File: config.mk
export PLATFORM = sky130hd
export DESIGN_NAME = mem_arbiter
export DESIGN_NICKNAME = d
export VERILOG_FILES = /design/src/rtl/cpu_types_pkg.sv /design/src/rtl/rr_pick.sv /design/src/rtl/mem_arbiter.sv
export SDC_FILE = /design/constraint.sdc
export NUM_CORES = 1
export LEC_CHECK = 0
export BUFFER_PORTS_ARGS = -buffer_cell sky130_fd_sc_hd__buf_2
export CORE_AREA = 10 10 187 189
export CTS_BUF_LIST = sky130_fd_sc_hd__clkbuf_4
export DETAILED_ROUTE_END_ITERATION = 8
export DIE_AREA = 0 0 197 199
export GPL_ROUTABILITY_DRIVEN = 0
export MAX_ROUTING_LAYER = met4
export SYNTH_ARGS = -nofsm -noshare
export SYNTH_HDL_FRONTEND = slang
export SYNTH_SLANG_ARGS = --single-unit
export TNS_END_PERCENT = 50
File: constraint.sdc
create_clock -name CLK -period 2 [get_ports CLK]
set_input_delay 0.2 -clock CLK [delete_from_list [all_inputs] [get_ports CLK]]
set_output_delay 0.2 -clock CLK [all_outputs]
set_load 0.05 [all_outputs]
File: src/rtl/cpu_types_pkg.sv
// Shared types for the memory subsystem: RAM handshake state, data word,
// and the arbiter's FSM encoding.
package cpu_types_pkg;

  typedef logic [31:0] word_t;

  typedef enum logic [1:0] {
    FREE   = 2'd0,
    BUSY   = 2'd1,
    ACCESS = 2'd2,
    ERROR  = 2'd3
  } ramstate_t;

  typedef enum logic {
    IDLE  = 1'b0,
    SERVE = 1'b1
  } arb_state_t;

endpackage

File: src/rtl/rr_pick.sv
// Round-robin picker: the first asserted request strictly after ptr,
// wrapping modulo N, so the last-served slot gets the lowest priority.
module rr_pick #(
  parameter int N  = 2,
  parameter int PW = 1
) (
  input  logic [N-1:0]  req,
  input  logic [PW-1:0] ptr,
  output logic [N-1:0]  gnt,
  output logic [PW-1:0] idx,
  output logic          valid
);

  logic [PW-1:0] cand;

  // NOTE: every output gets a default before the search loop so that no
  // path leaves a value unassigned, which would otherwise infer latches.
  always_comb begin
    gnt   = '0;
    idx   = '0;
    valid = 1'b0;
    cand  = '0;
    for (int k = 1; k <= N; k++) begin
      cand = PW'((int'(ptr) + k) % N);
      if (!valid && req[cand]) begin
        valid     = 1'b1;
        gnt[cand] = 1'b1;
        idx       = cand;
      end
    end
  end

endmodule

File: src/rtl/mem_arbiter.sv
// Single-port RAM arbiter for CPUS cores: dcaches beat icaches, round-robin
// inside each class, one transaction at a time through an IDLE/SERVE FSM.
module mem_arbiter
  import cpu_types_pkg::*;
#(
  parameter int CPUS = 2
) (
  input  logic            CLK,
  input  logic            RST,
  input  logic [CPUS-1:0] iREN,
  input  logic [CPUS-1:0] dREN,
  input  logic [CPUS-1:0] dWEN,
  input  word_t           iaddr       [CPUS],
  input  word_t           daddr       [CPUS],
  input  word_t           dstore      [CPUS],
  output logic [CPUS-1:0] iwait,
  output logic [CPUS-1:0] dwait,
  output word_t           iload       [CPUS],
  output word_t           dload       [CPUS],
  output logic [CPUS-1:0] ccwait,
  output logic [CPUS-1:0] ccinv,
  output word_t           ccsnoopaddr [CPUS],
  input  logic [CPUS-1:0] ccwrite,
  input  logic [CPUS-1:0] cctrans,
  output logic            ramREN,
  output logic            ramWEN,
  output word_t           ramaddr,
  output word_t           ramstore,
  input  word_t           ramload,
  input  ramstate_t       ramstate
);

  localparam int PW = (CPUS > 1) ? $clog2(CPUS) : 1;
  localparam int GW = $clog2(2 * CPUS);

  arb_state_t    state;
  logic [GW-1:0] grant;
  logic [PW-1:0] dptr, iptr;

  logic [CPUS-1:0] unused_dgnt, unused_ignt;
  logic [PW-1:0]   didx, iidx;
  logic            dvalid, ivalid;

  rr_pick #(.N(CPUS), .PW(PW)) u_dpick (
    .req(dREN | dWEN), .ptr(dptr), .gnt(unused_dgnt), .idx(didx), .valid(dvalid)
  );

  rr_pick #(.N(CPUS), .PW(PW)) u_ipick (
    .req(iREN), .ptr(iptr), .gnt(unused_ignt), .idx(iidx), .valid(ivalid)
  );

  // Grant encoding: 0..CPUS-1 are dcaches, CPUS..2*CPUS-1 are icaches.
  logic          g_icls;
  logic [PW-1:0] g_core;
  logic          req_live, serve, done;

  assign g_icls   = (grant >= GW'(CPUS));
  assign g_core   = g_icls ? PW'(grant - GW'(CPUS)) : PW'(grant);
  assign req_live = g_icls ? iREN[g_core] : (dREN[g_core] | dWEN[g_core]);
  // Reset masks the port so a transaction cut short by RST releases nothing.
  assign serve    = (state == SERVE) && req_live && !RST;
  assign done     = serve && (ramstate == ACCESS);

  always_comb begin
    ramREN   = 1'b0;
    ramWEN   = 1'b0;
    ramaddr  = '0;
    ramstore = '0;
    iwait    = '1;
    dwait    = '1;
    for (int k = 0; k < CPUS; k++) begin
      iload[k] = '0;
      dload[k] = '0;
    end
    if (serve) begin
      if (g_icls) begin
        ramREN        = 1'b1;
        ramaddr       = iaddr[g_core];
        iload[g_core] = ramload;
        iwait[g_core] = !done;
      end else begin
        ramWEN        = dWEN[g_core];
        ramREN        = !dWEN[g_core];
        ramaddr       = daddr[g_core];
        ramstore      = dstore[g_core];
        dload[g_core] = ramload;
        dwait[g_core] = !done;
      end
    end
  end

  assign ccwait      = '0;
  assign ccinv       = '0;
  assign ccsnoopaddr = '{default: '0};

  logic unused_cc;
  assign unused_cc = ^{ccwrite, cctrans};

  // NOTE: state registers use non-blocking assignments so every flop samples
  // the pre-edge values of the others, independent of statement order.
  always_ff @(posedge CLK) begin
    if (RST) begin
      state <= IDLE;
      grant <= '0;
      dptr  <= PW'(CPUS - 1);
      iptr  <= PW'(CPUS - 1);
    end else begin
      case (state)
        IDLE: begin
          if (dvalid) begin
            grant <= GW'(didx);
            state <= SERVE;
          end else if (ivalid) begin
            grant <= GW'(CPUS) + GW'(iidx);
            state <= SERVE;
          end
        end
        SERVE: begin
          if (!req_live) begin
            state <= IDLE;
          end else if (ramstate == ACCESS) begin
            state <= IDLE;
            if (g_icls) iptr <= g_core;
            else        dptr <= g_core;
          end
        end
        default: state <= IDLE;
      endcase
    end
  end

endmodule

==> results of run 1 <==
-- cell usage after synthesis --
cell type	instances
nand2b_1	5
or2_2	1
mux2i_1	34
and2_1	128
conb_1	1
a21oi_1	1
o21ai_0	1
a41o_1	1
a31o_2	1
buf_6	4
o21bai_1	1
dfxtp_1	5
buf_4	69
a2111o_1	1
o22ai_1	1
nor4_2	2
nor3b_1	32
a221oi_1	1
nor4_1	1
a211oi_1	1
nor3_1	5
mux4_2	33
buf_2	15
a2111oi_2	1
nor2_1	39
inv_1	4
nand3_1	2
nand2_1	1
clkbuf_1	15
nand4b_1	1
or3_1	1
nand3b_1	1
a2bb2oi_1	1
-- timing repair --
item,4_1_cts,5_1_grt
pin swaps,3,55
gates cloned,5,4
setup endpoints to repair,192,191
hold endpoints to repair,0,0
buffers inserted,5,4
resized for setup,305,147
-- power breakdown --
part           switching, µW  internal, µW
logic                   1480          1040
clock network           46.3          89.3
registers               14.7           113
total                   1540          1240
-- per-layer routing --
layer / routed length (µm) / track usage / share of wire
met1: 9029 / 0.1164 / 0.38
met2: 12410 / 0.1829 / 0.52
met3: 1960 / 0.02721 / 0.083
met4: 327 / 0.02108 / 0.014
met5: 0 / - / 0
-- worst register-to-register path: cells and delay by family, from the launching register on --
kind            cells  cell delay [ns]
mux                 1             0.22
flops               1             0.36
compound gates      1             0.41
buf+inv             3             0.41
-- state kept, by name, indices dropped and copies added (netlist names) --
register	count
grant	2
dptr	1
iptr	1
state	1
-- logic make-up after synthesis --
logic type,Yosys count,synth area share
AOI/OAI and AO/OA,11,0.02837
buffers and inverters,107,0.2144
DFF,5,0.03026
muxes,67,0.3275
other,1,0.001134
and+or+nand+nor,219,0.3983
-- worst min-delay path by stage --
stage,from,to,slack [ns],cells after the start
6_report,RST,grant[1],0.25,2
4_1_cts,RST,grant[1],0.24,2
3_3_place_gp,iptr,iptr,0.48,2
2_1_floorplan,RST,grant[1],0.27,1
5_1_grt,RST,grant[1],0.26,2
3_5_place_dp,iptr,iptr,0.48,2
-- through the flow --
| step | cell area, µm² | hold slack (ns) | std cells | util | setup TNS, ns |
|---|---|---|---|---|---|
| floorplan | 3836 | 0.2728 | 477 | - | -3.205 |
| global placement | 6175 | 0.4756 | 1228 | 0.1977 | 0 |
| detailed placement | 6175 | 0.4815 | 1228 | 0.1977 | 0 |
| CTS | 7298 | 0.2367 | 1242 | 0.2337 | -4.517 |
| global route | 7870 | 0.2596 | 1253 | 0.2520 | -7.927 |
| finish | 7870 | 0.2467 | 1253 | 0.2520 | -2.001 |
-- area by class of cell --
cell class                      count  area, µm²  share of cell area
Timing Repair Buffer              469       3928              0.4990
Multi-Input combinational cell    365       3272              0.4157
Tap cell                          402      503.0             0.06391
Sequential cell                     5      108.9             0.01383
Clock buffer                        4      30.03            0.003816
Inverter                            4      18.77            0.002385
Antenna cell                        4      10.01            0.001272
==> results_dict.tcl, run 1 <==
set metrics [dict create \
    grt_use_total 0.1039 \
    r2r_start "grant[0]" \
    synth_cell_types 33 \
    max_freq_ghz 0.4850 \
    ys_seq_elements 5 \
    ios 504 \
    synth_top_area_frac 0.2421 \
    core_area_mm2 0.03123 \
    cp_num_buf_inv 2 \
    timing.reg2reg.setup_slack_ns 0.53 \
    cp_max_fo 17 \
    cp_slowest_cell "mux4_2" \
    synth_area_mm2 0.003308 \
    yosysWarnings 0 \
    antenna_found_initial 6 \
    drv_slew 0 \
    die_area_mm2 0.03920 \
    dr.pass1.iters 4 \
    area_growth_pct 137.9 \
    path_delay_family "multiplexers" \
    h-tree-depth 1 \
    grt_pass1_wl_um 31190 \
    post_drt_via_cell_ratio 3.778 \
    cts-root-buf "clkbuf_4" \
    grt.overflow.total 0 \
    synth_seq_area_share 0.03026 \
    synth_area_leader_cell "and2_1" \
    hold_viol_final 0 \
    min_period_over_period 1.031 \
    final_common_cell "buf_2" \
    cts_tree "done" \
    final_cell_mix "buf_2 (237), buf_4 (88), conb_1 (68)" \
    period_needed_ns 2.062 \
    finalSetupViolCount 75 \
    io_buffers 431 \
    violations "negative setup slack" \
    wirelength_um 23730 \
    clock_latency_ns 0.25 \
    numCtsBuffers 3 \
    drt-wirelength-per-cell_um 18.94 \
    dr_total_vias 4734 \
    die_w_um 197 \
    p_leak_uw 0.003741 \
    cts_sinks 5 \
    critPathLaunch "grant[0]" \
    critical_path_class "reg2out" \
    fp-row-count 65 \
    post-place-ws_ns 0.06255 \
    n_fill_cell 3315 \
    clockBufferDepth 2 \
    detail-route-antenna-nets 0 \
    cp-start-kind "register" \
    total_power_uw 2785 \
    arrival_ns 1.86 \
    fp.dieH_um 199 \
    endpoint "ramWEN" \
    reg2regPathDepth 5 \
    r2r_end "dptr" \
    grt_start_max_net_pins 35 \
    initial_core_util 0.1059 \
    setup_ws_ns -0.06205 \
    required_ns 1.80 \
    path_clk_slew_ns 0.05 \
    fin_skew_ns 0.002911 \
    drtIter0Drc 136 \
    cp_num_cells 4 \
    cellPowerDensity_mw_per_mm2 353.8 \
    synth.top_cells.by_area "and2_1 (24%), mux4_2 (22%), buf_4 (16%), mux2i_1 (10%), nor3b_1 (7.3%)" \
    grt_pass1_vias 5192 \
    holdBufCountCts 0 \
    max_stage_delay_ns 0.58 \
    crit_path_cell_trace "mux4_2 -> buf_12 -> nor4_4 -> buf_6" \
    grt_setup_unrepaired "true" \
    drc_errors 0 \
    syn_area_per_cell_um2 8.069 \
    status "finished with violations" \
    dp_hpwl_um 17910 \
    syn_inst 410 \
    fin_nets 1086 \
    layout-drive-gt1-share 0.7344 \
    hold_class "in2reg" \
    ir_drop_uv 222.5 \
    drv_cap 0 \
    end_kind "primary output" \
]
Power figures use the tool's default switching activity.
==> inputs of run 2 (changes only) <==
--- a/config.mk
+++ b/config.mk
@@ -6,12 +6,15 @@
 export NUM_CORES = 1
 export LEC_CHECK = 0
 export BUFFER_PORTS_ARGS = -buffer_cell sky130_fd_sc_hd__buf_2
-export CORE_AREA = 10 10 187 189
+export CELL_PAD_IN_SITES_DETAIL_PLACEMENT = 0
+export CELL_PAD_IN_SITES_GLOBAL_PLACEMENT = 1
+export CORE_AREA = 10 10 188 190
 export CTS_BUF_LIST = sky130_fd_sc_hd__clkbuf_4
 export DETAILED_ROUTE_END_ITERATION = 8
-export DIE_AREA = 0 0 197 199
+export DIE_AREA = 0 0 198 200
 export GPL_ROUTABILITY_DRIVEN = 0
 export MAX_ROUTING_LAYER = met4
+export PLACE_DENSITY_LB_ADDON = 0.1
 export SYNTH_ARGS = -nofsm -noshare
 export SYNTH_HDL_FRONTEND = slang
 export SYNTH_SLANG_ARGS = --single-unit
==> run 2 against run 1 <==
Compared with the run above:
- fmax shrank 5.6%
- the flow still finishes with violations (negative setup slack)
- clock power is essentially flat
- first-iteration DRC count shrank 24%
- clock-buffer cell count unchanged
- critical path type unchanged
- register-to-register slack got worse by 0.10 ns
- utilization rose by 2.0 points
- sequential power barely moved
- final cell count is 1.8% higher
- die area grew 1.0%
- sequential cell count unchanged
==> results_dict.tcl, run 2 (synthesis gave the netlist of run 1 again) <==
set metrics [dict create \
    finalSetupViolCount 163 \
    largest_reg_flops 2 \
    end_kind "primary output" \
    dp_hpwl_um 21100 \
    hold_path_depth 2 \
    drtIter0Drc 103 \
    r2r_start "grant[0]" \
    cp_max_fo 5 \
    cts_tree "done" \
    die_area_mm2 0.03960 \
    h-tree-depth 1 \
    grt.overflow.total 0 \
    crit_path_cell_trace "mux4_2 -> buf_6 -> nor3b_4 -> buf_12" \
    clockBufferDepth 2 \
    drv_cap 0 \
    die_w_um 198 \
    reg2regPathDepth 4 \
    cts-root-buf "clkbuf_4" \
    core_area_mm2 0.03139 \
    grt_use_total 0.1222 \
    dr.pass1.iters 4 \
    wirelength_um 26350 \
    p_leak_uw 0.003959 \
    grt_setup_unrepaired "true" \
    max_stage_delay_ns 0.66 \
    clock_power_share 0.046 \
    initial_core_util 0.1054 \
    grt_pass1_wl_um 35300 \
    critPathLaunch "grant[0]" \
    status "finished with violations" \
    grt_start_max_net_pins 35 \
    hold_path_startpoint "RST" \
    hold_class "in2reg" \
    final_cell_area_mm2 0.008554 \
    layout-drive-gt1-share 0.7713 \
    n_fill_cell 3437 \
    sw_frac_of_total 0.5480 \
    internal_power_uw 1324 \
    placed_area_mm2 0.006157 \
    ios 504 \
    area_growth_pct 158.6 \
    fin_nets 1109 \
    hold_viol_final 0 \
    timing.reg2reg.setup_slack_ns 0.43 \
    cts_sinks 5 \
    clock_latency_ns 0.25 \
    cp-start-kind "register" \
    post_drt_via_cell_ratio 3.734 \
    final_common_cell "buf_2" \
    fp.dieH_um 200 \
    critical_path_class "reg2out" \
    pwr-share-comb 0.911 \
    whs_endpoint "grant[1]" \
    top_register "grant" \
    setup_ws_ns -0.1846 \
    fp-row-count 65 \
    cp_slowest_cell "mux4_2" \
    dr_total_vias 4764 \
    cellPowerDensity_mw_per_mm2 342.5 \
    required_ns 1.80 \
    arrival_ns 1.98 \
    seq_power_share 0.043 \
    drv_slew 0 \
    drc_errors 0 \
    fin_util 0.2725 \
    fin_skew_ns 0.005957 \
    final_cell_mix "buf_2 (236), buf_6 (95), buf_8 (76)" \
    max_freq_ghz 0.4578 \
    power.switching_uw 1605 \
    multi_input_area_mm2 0.003442 \
    violations "negative setup slack" \
    ir_drop_uv 172.6 \
    detail-route-antenna-nets 0 \
    register_area_um2 105.1 \
    r2r_end "state" \
    drt-wirelength-per-cell_um 20.65 \
    antenna_found_initial 4 \
    grt_pass1_vias 5307 \
    path_clk_slew_ns 0.05 \
    numCtsBuffers 3 \
    io_buffers 431 \
    min_period_over_period 1.092 \
    timing.hold.ws_ns 0.2277 \
    period_needed_ns 2.185 \
]
[run 2: cell types whose count changed in the layout (fill, tap and decap cells not counted), moves of 13 or more]
| cell | delta |
|---|---|
| buf_4 | -33 |
| buf_6 | +30 |
| nor2_1 | -29 |
| buf_8 | +23 |
| nor2_2 | +16 |
| nor2_4 | +13 |
[run 2: layer usage]
metal / vias to the layer above / wire (µm) / share of wire / global-route usage
li1: 2206 / - / - / -
met5: - / 0 / 0 / -
met1: 2254 / 9250 / 0.35 / 0.1202
met2: 297 / 14360 / 0.54 / 0.2339
met3: 7 / 2616 / 0.099 / 0.04337
met4: 0 / 126 / 0.0048 / 0.01139
[run 2: cell type report]
cell class / instances / share of cell area
timing repair buffer: 491 / 0.5197
multi-input combinational: 366 / 0.4024
clock buffer: 4 / 0.003510
sequential: 5 / 0.01229
inverter: 4 / 0.002194
antenna: 4 / 0.001170
tap: 402 / 0.05880
[run 2: how the worst max path moves through the flow]
stage,endpoint,slack [ns],cells past startpoint
6_report,ramaddr[13],-0.18,4
5_1_grt,ramstore[13],-0.25,7
4_1_cts,ramstore[4],-0.21,6
3_5_place_dp,ramaddr[25],0.01,4
3_3_place_gp,ramstore[2],0.02,6
2_1_floorplan,ramaddr[0],-0.38,3
[run 2: power groups by stage]
stage	Combinational, µW	Sequential (µW)	Clock (µW)
3_3_place_gp	2170	126	0
2_1_floorplan	1620	123	0
5_1_grt	2810	128	150
6_report	2670	125	135
4_1_cts	2520	125	142
3_5_place_dp	2150	125	0
[run 2: worst max-delay path: cells and delay by family, from the launching register on]
| kind | cells | cell delay, ns |
|---|---|---|
| mux | 1 | 0.66 |
| buf+inv | 2 | 0.39 |
| flops | 1 | 0.39 |
| simple gates | 1 | 0.29 |
[run 2: stage by stage]
stage / setup TNS [ns] / std cells / total power, µW / worst slack (ns)
after floorplan: -3.205 / 477 / 1746 / -0.3764
after global placement: 0 / 1235 / 2291 / 0.02232
after detailed placement: 0 / 1235 / 2276 / 0.009824
after CTS: -13.69 / 1258 / 2786 / -0.2116
after global routing: -27.69 / 1276 / 3091 / -0.2532
final: -11.56 / 1276 / 2930 / -0.1846
[run 2: repair_timing]
action	4_1_cts	5_1_grt
cloned	7	5
pin swaps	27	50
setup endpoints to repair	173	189
resized for setup	395	194
buffers inserted	12	9
hold buffers	0	0
==> inputs of run 3 (changes only) <==
--- a/config.mk
+++ b/config.mk
@@ -6,15 +6,13 @@
 export NUM_CORES = 1
 export LEC_CHECK = 0
 export BUFFER_PORTS_ARGS = -buffer_cell sky130_fd_sc_hd__buf_2
-export CELL_PAD_IN_SITES_DETAIL_PLACEMENT = 0
-export CELL_PAD_IN_SITES_GLOBAL_PLACEMENT = 1
-export CORE_AREA = 10 10 188 190
+export CORE_AREA = 10 10 187 189
 export CTS_BUF_LIST = sky130_fd_sc_hd__clkbuf_4
 export DETAILED_ROUTE_END_ITERATION = 8
-export DIE_AREA = 0 0 198 200
+export DIE_AREA = 0 0 197 199
 export GPL_ROUTABILITY_DRIVEN = 0
 export MAX_ROUTING_LAYER = met4
-export PLACE_DENSITY_LB_ADDON = 0.1
+export SKIP_CTS_REPAIR_TIMING = 1
 export SYNTH_ARGS = -nofsm -noshare
 export SYNTH_HDL_FRONTEND = slang
 export SYNTH_SLANG_ARGS = --single-unit
==> run 3 against run 2 <==
Compared with the run above:
- the flow still finishes with violations (negative setup slack)
- sequential share of layout area is 0.31 points higher
- first-iteration DRC count grew 48%
- routed wire length fell by 14%
- largest cell class unchanged
- sequential cell count unchanged
- non-clock buffer count is 22 lower
- register-to-register slack gained 0.18 ns
- sequential power about the same
- clock skew decreased by 0.0047 ns
==> results_dict.tcl, run 3 (synthesis gave the netlist of run 1 again) <==
set metrics [dict create \
    violations "negative setup slack" \
    dp_hpwl_um 17910 \
    required_ns 1.80 \
    area_growth_pct 114.2 \
    total_power_uw 2623 \
    period_needed_ns 2.158 \
    drv_cap 0 \
    layout-drive-gt1-share 0.6588 \
    grt_use_total 0.09449 \
    ios 504 \
    hold_viol_final 0 \
    fp.dieH_um 199 \
    r2r_end "dptr" \
    fp-row-count 65 \
    grt_pass1_wl_um 28770 \
    numCtsBuffers 3 \
    clock_latency_ns 0.25 \
    r2r_start "grant[0]" \
    h-tree-depth 1 \
    grt_setup_unrepaired "true" \
    post_drt_via_cell_ratio 3.754 \
    cts-root-buf "clkbuf_4" \
    status "finished with violations" \
    largest_reg_flops 2 \
    tns_ns -8.287 \
    cp_max_fo 9 \
    grt_pass1_vias 5001 \
    antenna_found_initial 6 \
    routed.top_layer "met4" \
    dr.pass1.iters 4 \
    die_w_um 197 \
    reg2regPathDepth 4 \
    critical_path_class "reg2out" \
    drv_slew 0 \
    finalSetupViolCount 130 \
    arrival_ns 1.96 \
    max_freq_ghz 0.4634 \
    hold_path_depth 2 \
    hold_path_startpoint "RST" \
    cts_tree "done" \
    final_cell_area_mm2 0.007086 \
    initial_core_util 0.1059 \
    io_buffers 431 \
    wl_met2_um 11520 \
    cp-start-kind "register" \
    fin_cells 1253 \
    final_cell_mix "buf_2 (297), and2_1 (125), conb_1 (68)" \
    wirelength_um 22640 \
    placed_area_mm2 0.006175 \
    drt-met1-wl_um 8875 \
    min_period_over_period 1.079 \
    ir_drop_uv 183.3 \
    cts_sinks 5 \
    p_leak_uw 0.003529 \
    drt-wirelength-per-cell_um 18.07 \
    top_register "grant" \
    whs_endpoint "grant[1]" \
    grt.overflow.total 0 \
    end_kind "primary output" \
    core_area_mm2 0.03123 \
    placed_cells 1228 \
    timing.reg2reg.setup_slack_ns 0.61 \
    drc_errors 0 \
    wl_met3_um 1831 \
    clockBufferDepth 2 \
    dr_total_vias 4704 \
    fin_nets 1086 \
    cellPowerDensity_mw_per_mm2 370.2 \
    path_clk_slew_ns 0.05 \
    drtIter0Drc 152 \
    fin_skew_ns 0.001213 \
    hold_class "in2reg" \
    die_area_mm2 0.03920 \
    setup_ws_ns -0.1579 \
    grt_start_max_net_pins 43 \
    final_common_cell "buf_2" \
    detail-route-antenna-nets 0 \
]
run 3: layer usage:
layer	GRT usage	vias up
met5	-	-
met4	0.01538	0
met3	0.02670	22
met2	0.1626	329
met1	0.1089	2199
li1	-	2154
run 3: power by group:
part,leakage (µW),switching [µW],internal [µW]
logic,0.00347,1440,917
registers,0.0000427,13.1,113
clock network,0.0000184,50.0,89.5
total,0.00353,1500,1120
run 3: critical path, stage by stage, from the launching register on:
cell and delay [ns]:
dfxtp_4 0.38, mux4_2 0.58, buf_12 0.17, clkbuf_16 0.18, nor3b_4 0.19, buf_6 0.19
run 3: worst max path at each step:
stage	from	endpoint	slack (ns)	depth (start not counted)
after detailed placement	grant[0]	ramaddr[27]	0.06	4
after floorplan	grant[0]	ramaddr[0]	-0.38	3
after CTS	grant[0]	ramaddr[27]	-0.20	4
after global placement	grant[0]	ramaddr[27]	0.07	4
final	grant[0]	ramaddr[30]	-0.16	5
after global routing	grant[0]	ramaddr[19]	-0.23	5
run 3: cell type report:
cell class | count | area [µm²]
inverters | 4 | 15.01
diodes | 4 | 10.01
clock buffers | 4 | 30.03
well taps | 402 | 503.0
fillers | 3412 | 24140
repair buffers | 469 | 3321
multi-input cells | 365 | 3098
flip-flops and latches | 5 | 108.9
run 3: stage by stage:
| stage | setup slack, ns | hold WS, ns | util |
|---|---|---|---|
| floorplan | -0.3764 | 0.2728 | - |
| global placement | 0.07076 | 0.4756 | 0.1977 |
| detailed placement | 0.06255 | 0.4815 | 0.1977 |
| CTS | -0.2029 | 0.2367 | 0.1987 |
| global route | -0.2308 | 0.2527 | 0.2268 |
| finish | -0.1579 | 0.2375 | 0.2269 |
